File: src/rtl/csr_access_issuer.sv
// Initiator side of the CSR regfile access interface.
// Accepts one CSR instruction from issue and parks it until commit reports the
// same trans_id at its head. It then issues one single-cycle access to the regfile,
// captures the read data and any exception, and returns a writeback response.
//
// Ports:
//   clk_i, rst_ni        clock, asynchronous active-low reset
//   flush_i              squashes an entry that has not been committed yet
//   issue_*              instruction hand-off from the issue stage
//   commit_*             commit-head id match, with a combinational ack
//   csr_*_o / csr_*_i    single-cycle access strobe to csr_regfile and its result
//   rsp_*                writeback response (valid/ready)
//   hold_cycles_o        number of cycles the last committed entry waited for commit
module csr_access_issuer #(
  parameter int unsigned XLEN          = 64,
  parameter int unsigned TRANS_ID_BITS = 3,
  parameter int unsigned CNT_WIDTH     = 16
) (
  input  logic                     clk_i,
  input  logic                     rst_ni,
  input  logic                     flush_i,
  input  logic                     issue_valid_i,
  output logic                     issue_ready_o,
  input  logic [1:0]               issue_op_i,
  input  logic                     issue_no_write_i,
  input  logic [11:0]              issue_addr_i,
  input  logic [XLEN-1:0]          issue_wdata_i,
  input  logic [TRANS_ID_BITS-1:0] issue_trans_id_i,
  input  logic                     commit_valid_i,
  input  logic [TRANS_ID_BITS-1:0] commit_trans_id_i,
  output logic                     commit_ack_o,
  output logic                     csr_req_o,
  output logic [1:0]               csr_op_o,
  output logic [11:0]              csr_addr_o,
  output logic [XLEN-1:0]          csr_wdata_o,
  input  logic [XLEN-1:0]          csr_rdata_i,
  input  logic                     csr_ex_valid_i,
  input  logic [XLEN-1:0]          csr_ex_cause_i,
  output logic                     rsp_valid_o,
  input  logic                     rsp_ready_i,
  output logic [TRANS_ID_BITS-1:0] rsp_trans_id_o,
  output logic [XLEN-1:0]          rsp_rdata_o,
  output logic                     rsp_ex_valid_o,
  output logic [XLEN-1:0]          rsp_ex_cause_o,
  output logic [CNT_WIDTH-1:0]     hold_cycles_o
);

  localparam logic [1:0] OpRead = 2'b00;

  typedef enum logic [1:0] {StIdle, StHold, StAccess, StResp} state_e;

  state_e                   r_state;
  logic                     r_issue_ready;
  logic                     r_csr_req;
  logic                     r_rsp_valid;
  logic [1:0]               r_op;
  logic [11:0]              r_addr;
  logic [XLEN-1:0]          r_wdata;
  logic [TRANS_ID_BITS-1:0] r_trans_id;
  logic [CNT_WIDTH-1:0]     r_cnt;
  logic [CNT_WIDTH-1:0]     r_hold_cycles;
  logic [XLEN-1:0]          r_rsp_rdata;
  logic                     r_rsp_ex_valid;
  logic [XLEN-1:0]          r_rsp_ex_cause;

  logic                     w_accept;
  logic                     w_commit_match;
  logic [1:0]               w_issue_op;

  // r_issue_ready is set only in IDLE, so it also gates acceptance.
  assign w_accept       = r_issue_ready & issue_valid_i;
  // Flush takes priority, so a squashed entry never acks a commit.
  assign w_commit_match = (r_state == StHold) & ~flush_i & commit_valid_i &
                          (commit_trans_id_i == r_trans_id);
  // SET/CLEAR with a zero operand only read the CSR; WRITE always writes.
  assign w_issue_op     = (issue_no_write_i && issue_op_i[1]) ? OpRead : issue_op_i;

  always_ff @(posedge clk_i or negedge rst_ni) begin
    if (!rst_ni) begin
      r_state        <= StIdle;
      r_issue_ready  <= 1'b0;
      r_csr_req      <= 1'b0;
      r_rsp_valid    <= 1'b0;
      r_op           <= '0;
      r_addr         <= '0;
      r_wdata        <= '0;
      r_trans_id     <= '0;
      r_cnt          <= '0;
      r_hold_cycles  <= '0;
      r_rsp_rdata    <= '0;
      r_rsp_ex_valid <= 1'b0;
      r_rsp_ex_cause <= '0;
    end else begin
      unique case (r_state)
        StIdle: begin
          r_issue_ready <= 1'b1;
          if (w_accept) begin
            r_op          <= w_issue_op;
            r_addr        <= issue_addr_i;
            r_wdata       <= issue_wdata_i;
            r_trans_id    <= issue_trans_id_i;
            r_cnt         <= '0;
            r_issue_ready <= 1'b0;
            r_state       <= StHold;
          end
        end
        StHold: begin
          if (r_cnt != {CNT_WIDTH{1'b1}}) begin
            r_cnt <= r_cnt + 1'b1;
          end
          if (flush_i) begin
            r_issue_ready <= 1'b1;
            r_state       <= StIdle;
          end else if (w_commit_match) begin
            r_csr_req <= 1'b1;
            r_state   <= StAccess;
          end
        end
        StAccess: begin
          // Commit is irrevocable from here on, so flush_i is not consulted.
          r_csr_req      <= 1'b0;
          r_rsp_rdata    <= csr_rdata_i;
          r_rsp_ex_valid <= csr_ex_valid_i;
          r_rsp_ex_cause <= csr_ex_valid_i ? csr_ex_cause_i : '0;
          r_hold_cycles  <= r_cnt;
          r_rsp_valid    <= 1'b1;
          r_state        <= StResp;
        end
        StResp: begin
          if (rsp_ready_i) begin
            r_rsp_valid   <= 1'b0;
            r_issue_ready <= 1'b1;
            r_state       <= StIdle;
          end
        end
        default: r_state <= StIdle;
      endcase
    end
  end

  assign issue_ready_o  = r_issue_ready;
  assign commit_ack_o   = w_commit_match;
  // Regfile bus is held at zero outside the access cycle.
  assign csr_req_o      = r_csr_req;
  assign csr_op_o       = r_csr_req ? r_op : '0;
  assign csr_addr_o     = r_csr_req ? r_addr : '0;
  assign csr_wdata_o    = r_csr_req ? r_wdata : '0;
  assign rsp_valid_o    = r_rsp_valid;
  assign rsp_trans_id_o = r_trans_id;
  assign rsp_rdata_o    = r_rsp_rdata;
  assign rsp_ex_valid_o = r_rsp_ex_valid;
  assign rsp_ex_cause_o = r_rsp_ex_cause;
  assign hold_cycles_o  = r_hold_cycles;

endmodule

File: config.mk
export PLATFORM = sky130hd
export DESIGN_NAME = csr_access_issuer
export DESIGN_NICKNAME = d
export VERILOG_FILES = /design/src/rtl/csr_access_issuer.sv
export SDC_FILE = /design/constraint.sdc
export NUM_CORES = 1
export LEC_CHECK = 0
export ABC_CLOCK_PERIOD_IN_PS = 2700
export CORE_ASPECT_RATIO = 1.2
export CORE_MARGIN = 10
export CORE_UTILIZATION = 42
export CTS_CLUSTER_SIZE = 25
export DETAILED_ROUTE_END_ITERATION = 16
export PLACE_DENSITY = 0.84
export SKIP_LAST_GASP = 1
export SYNTH_ARGS = -nofsm -noshare
export SYNTH_HDL_FRONTEND = slang
export SYNTH_SLANG_ARGS = --single-unit
File: constraint.sdc
create_clock -name clk_i -period 2.7 [get_ports clk_i]
set_input_delay 0.405 -clock clk_i [delete_from_list [all_inputs] [get_ports clk_i]]
set_output_delay 0.405 -clock clk_i [all_outputs]
set_load 0.05 [all_outputs]
==> key figures <==
STA
  – RSZ-0062 raised after global routing: false
  – Final setup fails: 0
  – Minimum clock period after layout: 2470 ps
  – Slew Limit Fails: 0
  – Final Hold Fails: 0
  – Period utilization: 91.4%
  – Setup_tns: 0 ps
  – Worst Hold Slack: 320 ps
  – Clock Skew: 13.4 ps
  – Slew headroom: 52.5%
  – Worst-margin pin slew: 711 ps
  – F_max: 405 MHz

Die
  – Row count: 62
  – Initial Utilization: a little over two fifths
  – IO Count: 450
  – Chip height: 191 microns
  – Die area: 31000 sq um
  – Total core area: 24000 sq um
  – Die width: 162 microns

Power
  – Comb pwr share: 55.3%
  – Total power: 22.3 mW
  – Sequential share of power: 28.2%
  – Pwr Density: 1320 nW/um^2
  – Sw Pwr: 10.2 mW
  – Static leakage: 7.60 nW
  – Clock Power Share: 16.5%
  – Sw frac: a little under half
  – Internal: between 10 and 15 mW
  – Worst-case vdd ir drop: 752 uV

Synth
  – Main flop type after synthesis: dfrtp_1
  – Asr flop ratio synth: 100%
  – Synth Warn #: 0
  – Count leader, synth: nand2_1
  – Sequential fraction of the synthesis area: 60.6%
  – Area leader, netlist: dfrtp_1
  – Mapped Area: 10200 sq um
  – Mean Syn Cell Area: 10.1 sq um
  – Post-synth EDFFs: 0
  – Synth area leaders: dfrtp_1 61%, nand2_1 14%, mux2_2 8.6%
  – Mux contribution to synthesized area: under 10%
  – Post-Synth Adder-Cell Area: less than 1%
  – Number of synthesized register bits: between 200 and 250
  – Yosys cell types: 40
  – Synth Area in Simple Gates: 21.8%
  – Main combinational cell family by area after synthesis: simple AND/OR/NAND/NOR gates
  – Synth Area in XOR/XNOR: 0.257%
  – Syn nets: 1233
  – Top cell type's share of synthesized area: 60.6%
  – Compound-gate portion of the synthesized area: 5.77%
  – Synth cell count leaders: 381 x nand2_1, 247 x dfrtp_1, 78 x and2_1, 78 x mux2_2, 74 x o21ai_0
  – Synth Instances: 1012

Cells and area
  – Filler cells: 1602
  – Area growth from synthesis to layout: 64.9%
  – Fraction of layout cells with a size suffix above 1: between 10% and 20%
  – Register area: 6180 sq um
  – N_diodes: 0
  – Nets: 1669
  – Layout Cells excl Fill: 1787
  – Multi-input logic area: 3750 sq um

Clock network
  – CTS tree: built
  – # Post-CTS Setup Buffers: 0
  – Cts bufs inserted: 26
  – Hold_buf cts: 1
  – H-tree Lvls: 1
  – CTS Sinks: 247
  – Post-CTS Resized: 0
  – Clk_lat worst skew: between 500 and 600 ps
  – Max Root-Sink Buffers: 3
  – Clock-pin slew on the worst setup and hold paths: 60 ps
  – CTS root buffer: clkbuf_16

Flow run
  – Max-cap viol count: 0

Routing
  – Via count: approximately 9000
  – Final WL: between 30000 and 40000 microns
  – Number of remaining DRC errors: 0
  – Starting DRT DRC Count: 544
  – DR pass1 iterations: 5
  – Routed length per instance: around 21 microns
  – Vias per inst: 5.01
  – Antenna viol nets, final: 0

Global routing
  – Largest net degree at the start of global routing: 82
  – Vias in the first global route: 9546
  – Overflow after GRT: 0
  – Gr usage total: 23.4%
  – Initial antenna violation count: 0
  – First-pass GRT wire length: 56800 microns

Outcome
  – Status: finished clean

Place
  – Placer congestion estimate: approximately 0.83
  – Post-DP HPWL: 28700 microns
  – Number of port buffers: 449
  – Placed cells: 1739

Setup path
  – Crit Path Max Fanout: 14
  – Data arrival, critical path: 2060 ps
  – Crit. End Element: primary output
  – Worst Path Required: approximately 2300 ps
  – Critical Path Source Type: flip-flop
  – Type of the worst setup path: reg -> out

Min path
  – Worst Hold Class: in -> reg
## metal layers
metal | wire, microns | share of wire, % | vias to the layer above | global-route usage, %
li1 | - | - | 4151 | -
met1 | 13500 | 36 | 4377 | 25.5
met2 | 19000 | 50 | 389 | 41.1
met3 | 4610 | 12 | 37 | 10.6
met4 | 694 | 1.8 | 0 | 4.91
met5 | 0 | 0 | - | 0
## layout by cell type (no fill, tap or decap), drive strengths merged, types with 3 or more instances in the layout
| cell | count |
|---|---|
| nor3 | 7 |
| mux2 | 78 |
| o21ai | 74 |
| clkdlybuf4s50 | 367 |
| nand3 | 9 |
| dfrtp | 247 |
| o311ai | 3 |
| a21oi | 14 |
| or2 | 3 |
| o31ai | 6 |
| nor2 | 4 |
| or3 | 5 |
| inv | 5 |
| o21a | 3 |
| and2 | 78 |
| nand4 | 7 |
| clkbuf | 32 |
| buf | 102 |
| clkinv | 11 |
| bufinv | 3 |
| or4 | 3 |
| nand2 | 381 |
## registers in the layout, summed over array words and instances (netlist names), named ones only
signal          count
rsp_ex_cause_o     64
hold_cycles_o      16
rsp_ex_valid_o      1
r_state             1
r_wdata            64
csr_req_o           1
rsp_valid_o         1
r_cnt              16
r_op                2
issue_ready_o       1
rsp_rdata_o        64
rsp_trans_id_o      3
r_addr             12
## through the flow
step                setup slack, ps  instance area [sq um]  util (%)
CTS                             233                  16800      70.2
detailed placement              570                  15900      66.5
finish                          231                  16800      70.2
global placement                637                  15900      66.5
global route                   5.05                  16800      70.2
floorplan                       116                  10200         -
## cells by family after synthesis
logic type,count (synthesis)
simple gates,509
fa+ha+maj,1
compound gates,107
xor+xnor,3
flops,247
mux,78
buf+inv,67
## power by group through the flow
stage / clock network, mW / logic, mW / registers [mW]
2_1_floorplan: 0 / 3.57 / 9.79
5_1_grt: 3.92 / 12.9 / 6.47
4_1_cts: 3.74 / 12.5 / 6.28
3_5_place_dp: 0 / 12.4 / 6.31
3_3_place_gp: 0 / 12.2 / 6.19
6_report: 3.67 / 12.3 / 6.29
## worst max-delay path: stages, from the launching register on
cell	delay [ps]
dfrtp_1	620
nor3b_1	350
nand3_1	120
nor3_1	140
buf_4	170
buf_12	140
## cell type report
class / count / area share, %
Clock inverter: 15 / 0.952
Sequential cell: 247 / 36.7
Multi-Input combinational cell: 698 / 22.3
Tap cell: 320 / 2.38
Inverter: 5 / 0.112
Timing Repair Buffer: 470 / 33.3
Clock buffer: 32 / 4.24
## worst paths after layout
| kind | slack (ps) | to | cells after the start | from |
|---|---|---|---|---|
| worst min register to register | 460 | r_op[1] | 2 | r_op[1] |
| worst max register to register | 570 | r_cnt[9] | 4 | r_state[0] |
| worst min-delay path | 320 | rsp_ex_cause_o[4] | 3 | csr_ex_valid_i |
| worst max-delay path | 230 | commit_ack_o | 5 | r_state[0] |
| min in group asynchronous | 440 | r_wdata[0] | 2 | rst_ni |
| max in group asynchronous | 1440 | rsp_ex_cause_o[6] | 3 | rst_ni |
Note: power is estimated with default switching activity, not from simulation.
